==> config.mk <==
export PLATFORM = sky130hd
export DESIGN_NAME = uart_cmd_ctrl
export DESIGN_NICKNAME = d
export VERILOG_FILES = /design/src/rtl/uart_cmd_ctrl.sv
export SDC_FILE = /design/constraint.sdc
export NUM_CORES = 1
export LEC_CHECK = 0
export BUFFER_PORTS_ARGS = -buffer_cell sky130_fd_sc_hd__buf_2
export CORE_ASPECT_RATIO = 0.5
export CORE_UTILIZATION = 30
export DETAILED_ROUTE_END_ITERATION = 8
export PLACE_DENSITY = 0.46
export SLEW_MARGIN = 10
export SYNTH_ARGS = -nofsm -noshare
export SYNTH_HDL_FRONTEND = slang
export SYNTH_SLANG_ARGS = --single-unit
==> constraint.sdc <==
create_clock -name i_Clk -period 2.4 [get_ports i_Clk]
set_input_delay 0.24 -clock i_Clk [delete_from_list [all_inputs] [get_ports i_Clk]]
set_output_delay 0.24 -clock i_Clk [all_outputs]
set_load 0.02 [all_outputs]
==> src/rtl/uart_cmd_ctrl.sv <==
// ---------------------------------------------------------------------------
// uart_cmd_ctrl
//
// Command controller sitting between UART_RX and the PID/PWM datapath.
// Parses fixed 8-byte host frames  AA CMD P4 P3 P2 P1 P0 BB,  loads the
// KP/KI/KD gains or the PID reset flag, and answers every complete frame
// with a single ACK (ACK_BASE|CMD) or NAK byte through the UART_TX handshake.
//
// Ports:
//   i_Clk          system clock
//   i_Rst_n        synchronous reset, active low
//   i_RX_DV        one-cycle strobe, i_RX_Byte valid
//   i_RX_Byte      received byte
//   i_TX_Active    UART_TX busy
//   i_TX_Done      one-cycle strobe, TX byte finished
//   o_TX_DV        one-cycle TX start strobe
//   o_TX_Byte      reply byte, stable from o_TX_DV until i_TX_Done
//   o_KP/o_KI/o_KD gain registers (payload = {P4[3:0],P3,P2,P1,P0})
//   o_PID_Reset    PID reset request level (set after reset)
//   o_Cfg_Update   one-cycle pulse after a register load
//   o_Err_Count    saturating framing/timeout error counter
// ---------------------------------------------------------------------------
module uart_cmd_ctrl #(
    parameter int         TIMEOUT_CLKS = 17360,
    parameter int         GAIN_W       = 36,
    parameter logic [7:0] ACK_BASE     = 8'h80,
    parameter logic [7:0] NAK_BYTE     = 8'h15
) (
    input  logic              i_Clk,
    input  logic              i_Rst_n,
    input  logic              i_RX_DV,
    input  logic [7:0]        i_RX_Byte,
    input  logic              i_TX_Active,
    input  logic              i_TX_Done,
    output logic              o_TX_DV,
    output logic [7:0]        o_TX_Byte,
    output logic [GAIN_W-1:0] o_KP,
    output logic [GAIN_W-1:0] o_KI,
    output logic [GAIN_W-1:0] o_KD,
    output logic              o_PID_Reset,
    output logic              o_Cfg_Update,
    output logic [7:0]        o_Err_Count
);

    localparam logic [7:0] SOF_BYTE = 8'hAA;
    localparam logic [7:0] EOF_BYTE = 8'hBB;

    // Counter only needs to reach TIMEOUT_CLKS-1.
    localparam int               TMO_W    = (TIMEOUT_CLKS > 2) ? $clog2(TIMEOUT_CLKS) : 1;
    localparam logic [TMO_W-1:0] TMO_LAST = TMO_W'(TIMEOUT_CLKS - 1);

    typedef enum logic [2:0] {
        S_IDLE,
        S_CMD,
        S_PAYLOAD,
        S_TAIL,
        S_APPLY,
        S_ACK_REQ,
        S_ACK_WAIT
    } state_t;

    state_t             state,    state_nx;
    logic [7:0]         cmd_r,    cmd_nx;
    logic [39:0]        pay_sh,   pay_nx;
    logic [2:0]         idx,      idx_nx;
    logic [TMO_W-1:0]   tmo_cnt,  tmo_nx;
    logic [7:0]         reply_r,  reply_nx;
    logic [GAIN_W-1:0]  kp_r,     kp_nx;
    logic [GAIN_W-1:0]  ki_r,     ki_nx;
    logic [GAIN_W-1:0]  kd_r,     kd_nx;
    logic               pid_rst,  pid_rst_nx;
    logic               cfg_upd,  cfg_upd_nx;
    logic               tx_dv,    tx_dv_nx;
    logic [7:0]         tx_byte,  tx_byte_nx;
    logic [7:0]         err_cnt,  err_cnt_nx;

    logic               in_frame;
    logic [7:0]         err_inc;
    logic [GAIN_W-1:0]  payload;

    // Frame collection states are the only ones guarded by the timeout.
    assign in_frame = (state == S_CMD) || (state == S_PAYLOAD) || (state == S_TAIL);
    assign err_inc  = (err_cnt == 8'hFF) ? err_cnt : err_cnt + 8'd1;
    // P4[7:4] falls off the top here.
    assign payload  = pay_sh[GAIN_W-1:0];

    always_comb begin
        state_nx   = state;
        cmd_nx     = cmd_r;
        pay_nx     = pay_sh;
        idx_nx     = idx;
        tmo_nx     = tmo_cnt;
        reply_nx   = reply_r;
        kp_nx      = kp_r;
        ki_nx      = ki_r;
        kd_nx      = kd_r;
        pid_rst_nx = pid_rst;
        cfg_upd_nx = 1'b0;
        tx_dv_nx   = 1'b0;
        tx_byte_nx = tx_byte;
        err_cnt_nx = err_cnt;

        // Inter-byte timeout. A byte arriving on the expiry cycle wins, so
        // expiry is only taken when no DV is present; the DV cases below
        // then own the state transition.
        if (in_frame) begin
            if (i_RX_DV) begin
                tmo_nx = '0;
            end else if (tmo_cnt == TMO_LAST) begin
                state_nx   = S_IDLE;
                tmo_nx     = '0;
                err_cnt_nx = err_inc;
            end else begin
                tmo_nx = tmo_cnt + TMO_W'(1);
            end
        end

        unique case (state)
            S_IDLE: begin
                // Anything but a start byte is line noise.
                if (i_RX_DV && (i_RX_Byte == SOF_BYTE)) begin
                    state_nx = S_CMD;
                    tmo_nx   = '0;
                end
            end

            S_CMD: begin
                if (i_RX_DV) begin
                    cmd_nx   = i_RX_Byte;
                    idx_nx   = 3'd0;
                    state_nx = S_PAYLOAD;
                end
            end

            S_PAYLOAD: begin
                if (i_RX_DV) begin
                    pay_nx = {pay_sh[31:0], i_RX_Byte};
                    idx_nx = idx + 3'd1;
                    if (idx == 3'd4) begin
                        state_nx = S_TAIL;
                    end
                end
            end

            S_TAIL: begin
                if (i_RX_DV) begin
                    if ((i_RX_Byte == EOF_BYTE) && (cmd_r <= 8'd4)) begin
                        state_nx = S_APPLY;
                    end else begin
                        reply_nx   = NAK_BYTE;
                        err_cnt_nx = err_inc;
                        state_nx   = S_ACK_REQ;
                    end
                end
            end

            S_APPLY: begin
                unique case (cmd_r)
                    8'd0:    pid_rst_nx = 1'b1;
                    8'd1:    kp_nx      = payload;
                    8'd2:    kd_nx      = payload;
                    8'd3:    ki_nx      = payload;
                    8'd4:    pid_rst_nx = 1'b0;
                    default: ;
                endcase
                cfg_upd_nx = 1'b1;
                reply_nx   = ACK_BASE | cmd_r;
                state_nx   = S_ACK_REQ;
            end

            S_ACK_REQ: begin
                if (!i_TX_Active) begin
                    tx_dv_nx   = 1'b1;
                    tx_byte_nx = reply_r;
                    state_nx   = S_ACK_WAIT;
                end
            end

            S_ACK_WAIT: begin
                if (i_TX_Done) begin
                    state_nx = S_IDLE;
                end
            end

            default: state_nx = S_IDLE;
        endcase
    end

    always_ff @(posedge i_Clk) begin
        if (!i_Rst_n) begin
            state   <= S_IDLE;
            cmd_r   <= '0;
            pay_sh  <= '0;
            idx     <= '0;
            tmo_cnt <= '0;
            reply_r <= '0;
            kp_r    <= '0;
            ki_r    <= '0;
            kd_r    <= '0;
            pid_rst <= 1'b1;   // PID held until the host releases it
            cfg_upd <= 1'b0;
            tx_dv   <= 1'b0;
            tx_byte <= '0;
            err_cnt <= '0;
        end else begin
            state   <= state_nx;
            cmd_r   <= cmd_nx;
            pay_sh  <= pay_nx;
            idx     <= idx_nx;
            tmo_cnt <= tmo_nx;
            reply_r <= reply_nx;
            kp_r    <= kp_nx;
            ki_r    <= ki_nx;
            kd_r    <= kd_nx;
            pid_rst <= pid_rst_nx;
            cfg_upd <= cfg_upd_nx;
            tx_dv   <= tx_dv_nx;
            tx_byte <= tx_byte_nx;
            err_cnt <= err_cnt_nx;
        end
    end

    assign o_TX_DV      = tx_dv;
    assign o_TX_Byte    = tx_byte;
    assign o_KP         = kp_r;
    assign o_KI         = ki_r;
    assign o_KD         = kd_r;
    assign o_PID_Reset  = pid_rst;
    assign o_Cfg_Update = cfg_upd;
    assign o_Err_Count  = err_cnt;

endmodule

==> results.py <==
metrics = {
    "detailed_routing": {
        "drt_first_iter_violations": 327,
        "drtAntennaViolNets": 0,
        "wire_per_inst_um": 15.1,
        "vias_per_cell": 4.74,
        "num_vias": 6449,
        "dr.pass1.iters": 4,
        "drc": 0,
        "wl_um": 20600,
    },
    "cts": {
        "cts_root_buf": "clkbuf_16",
        "cts_buffer_depth": 2,
        "clock_latency_ns": 0.45,
        "cts_made_buffers": 17,
        "post_cts_resized": 0,
        "cts_setup_buffers": 0,
        "ctsHoldBuffers": 0,
        "cts_tree": "built",
        "clk_pin_slew_ns": 0.07,
        "cts_max_level": 4,
        "clkSinkCount": 200,
    },
    "finish": {
        "final_cell_mix": "nand2_1 (223), dfxtp_1 (200), buf_2 (138)",
        "final_common_cell": "nand2_1",
        "fin_nets": 1030,
        "fillCellCount": 2597,
        "num_antenna_cells": 0,
        "final_cells": 1361,
        "area_growth_pct": 22.3,
        "drive_gt1_share_pct": 19.9,
    },
    "worst_setup_path": {
        "slowest_stage": "or4b_1",
        "critPathLaunchType": "register",
        "critPathRequiredTime_ns": 2.76,
        "crit_chain": "or4b_1, nor4_2, o211ai_1, buf_4, a211o_1, a221oi_2",
        "reg2regPathDepth": 6,
        "cp_max_fo": 12,
        "worstReg2RegStart": "tmo_cnt[11]",
        "max_stage_delay_ns": 0.55,
        "rr_endpoint": "o_Err_Count[7]",
        "crit_type": "register to register",
        "crit_arrival_ns": 2.53,
        "end_kind": "register",
        "reg2reg_slack_ns": 0.23,
    },
    "logic_synthesis": {
        "synthTopCellsByArea": "dfxtp_1 (53%), nand2_1 (11%), a21oi_1 (6.5%), nand3_1 (6.1%), o21ai_0 (5.1%)",
        "netlist-cell-type-count": 55,
        "synthCells": 901,
        "ys_seq_elements": 200,
        "synth-edff-count": 0,
        "syn_nets": 918,
        "synth_area_per_cell_um2": 8.31,
        "synthFlopType": "dfxtp_1",
        "yosys.area.top_type_share_pct": 53.5,
        "ys_warn_count": 0,
        "seq_area_frac_synth_pct": 53.5,
        "syn-cell-area_um2": 7490,
        "async_reset_ff_share_pct": 0,
        "yosys.area.top_type": "dfxtp_1",
    },
    "power": {
        "powerDensity_nw_per_um2": 690,
        "p_leak_nw": 3.42,
        "irDropWorstVdd_mv": 0.488,
    },
    "sta": {
        "slew_violations": 0,
        "max_freq_mhz": 461,
        "fin_hold_ws_ns": 0.0560,
        "clock_skew_ns": 0.0106,
        "setup_violations": 0,
        "tightest_slew_ns": 0.598,
        "finalHoldViolCount": 0,
        "fin_tns_setup_ns": 0,
        "fin_crit_ns": 2.17,
        "relSlewSlack_pct": 60.2,
        "rsz0062_at_grt": "no",
        "finalCritPeriodShare_pct": 90.3,
    },
    "global_route": {
        "antenna_found_initial": 0,
        "grt_pass1_wl_um": 33100,
        "grt_max_degree": 75,
        "overflow": 0,
        "grt_pass1_vias": 6086,
        "gr-usage-all-layers_pct": 16.7,
    },
    "place": {
        "port-buffer-count": 139,
        "dp.cells": 1330,
        "dpl.hpwl_um": 13700,
        "routabilityCongestion": 0.757,
    },
    "floorplanning": {
        "core-area_um2": 24200,
        "io_pins": 140,
        "start_util_pct": 30.9,
        "num_rows": 40,
        "die_w_um": 225,
        "die_h_um": 114,
        "die_area_um2": 25600,
    },
    "min_path": {
        "min_from": "i_RX_Byte[1]",
        "whs_path_depth": 3,
        "hp-class": "input pin to register",
        "hold-path-endpoint": "pay_sh[1]",
    },
    "run": {
        "max-cap-violations": 0,
    },
    "status": {
        "outcome": "complete, no violations",
    },
}
-- flip-flops by register name, summed over array words and instances (netlist names) --
| register | count |
|---|---|
| cmd_r | 8 |
| idx | 3 |
| o_Cfg_Update | 1 |
| o_Err_Count | 8 |
| o_KD | 36 |
| o_KI | 36 |
| o_KP | 36 |
| o_PID_Reset | 1 |
| o_TX_Byte | 8 |
| o_TX_DV | 1 |
| pay_sh | 36 |
| reply_r | 8 |
| state | 3 |
| tmo_cnt | 15 |
-- cells by family after synthesis --
group                    Yosys count  share of synthesized area (%)
AO/OA/AOI/OAI                    200                           14.9
XOR/XNOR                          12                           1.40
adder cells (fa/ha/maj)            4                          0.668
buffers and inverters             74                           4.03
flip-flops                       200                           53.5
multiplexers                      13                           1.74
AND/OR/NAND/NOR                  398                           23.8
-- final cells by class --
| cell class | instances | area (µm²) | share of cell area, % |
|---|---|---|---|
| Timing Repair Buffer | 159 | 923 | 10.1 |
| Clock inverter | 14 | 163 | 1.78 |
| Inverter | 8 | 31.3 | 0.342 |
| Sequential cell | 200 | 4000 | 43.7 |
| Clock buffer | 17 | 425 | 4.64 |
| Tap cell | 336 | 420 | 4.59 |
| Multi-Input combinational cell | 627 | 3190 | 34.8 |
-- cell usage after synthesis (5+ instances only) --
library cell    n
nand2_1       223
dfxtp_1       200
a21oi_1        97
nand3_1        92
o21ai_0        77
clkbuf_1       50
nor2_1         33
mux2i_1        13
nand4_1         9
buf_1           8
inv_1           8
xor2_1          7
xnor2_1         5
-- metal layers --
metal | vias to the layer above | part of all wire (%) | global-route usage (%)
li1 | 3294 | - | -
met1 | 3072 | 50 | 22.0
met2 | 74 | 46 | 26.7
met3 | 9 | 3.3 | 4.95
met4 | 0 | 0.75 | 4.22
met5 | - | 0 | 0
-- worst max-delay path by stage --
stage                            from        endpoint  slack [ns]  depth (start not counted)
after global placement    tmo_cnt[11]      tmo_cnt[3]        0.18                          5
final                     tmo_cnt[11]  o_Err_Count[7]        0.23                          6
after floorplan              cmd_r[7]  o_Err_Count[4]        0.40                          6
after CTS                 tmo_cnt[11]      tmo_cnt[8]        0.11                          5
after global routing      tmo_cnt[11]  o_Err_Count[6]        0.03                          6
after detailed placement  tmo_cnt[11]      tmo_cnt[4]        0.13                          5
-- worst max-delay path, delay by kind of cell (launching register included) --
kind | cells | cell delay, ns
flip-flops | 1 | 0.34
AO/OA/AOI/OAI | 3 | 0.70
AND/OR/NAND/NOR | 2 | 0.85
buffers and inverters | 1 | 0.20
-- power by group --
group / total (W) / leakage (nW) / switching (W) / internal, W
Combinational: 0.000112 / 1.53 / 0.0000870 / 0.0000254
Sequential: 0.00331 / 1.61 / 0.000000209 / 0.00331
Clock: 0.00289 / 0.283 / 0.00141 / 0.00148
-- through the flow --
step	setup slack [ns]	total power [W]	util (%)	instance area, µm²
2_1_floorplan	0.396	0.00346	-	7490
3_3_place_gp	0.182	0.00351	35.4	8570
3_5_place_dp	0.126	0.00351	35.4	8570
4_1_cts	0.115	0.00641	37.8	9160
5_1_grt	0.0274	0.00655	37.8	9160
6_report	0.233	0.00632	37.8	9160
Power figures use the tool's default switching activity.
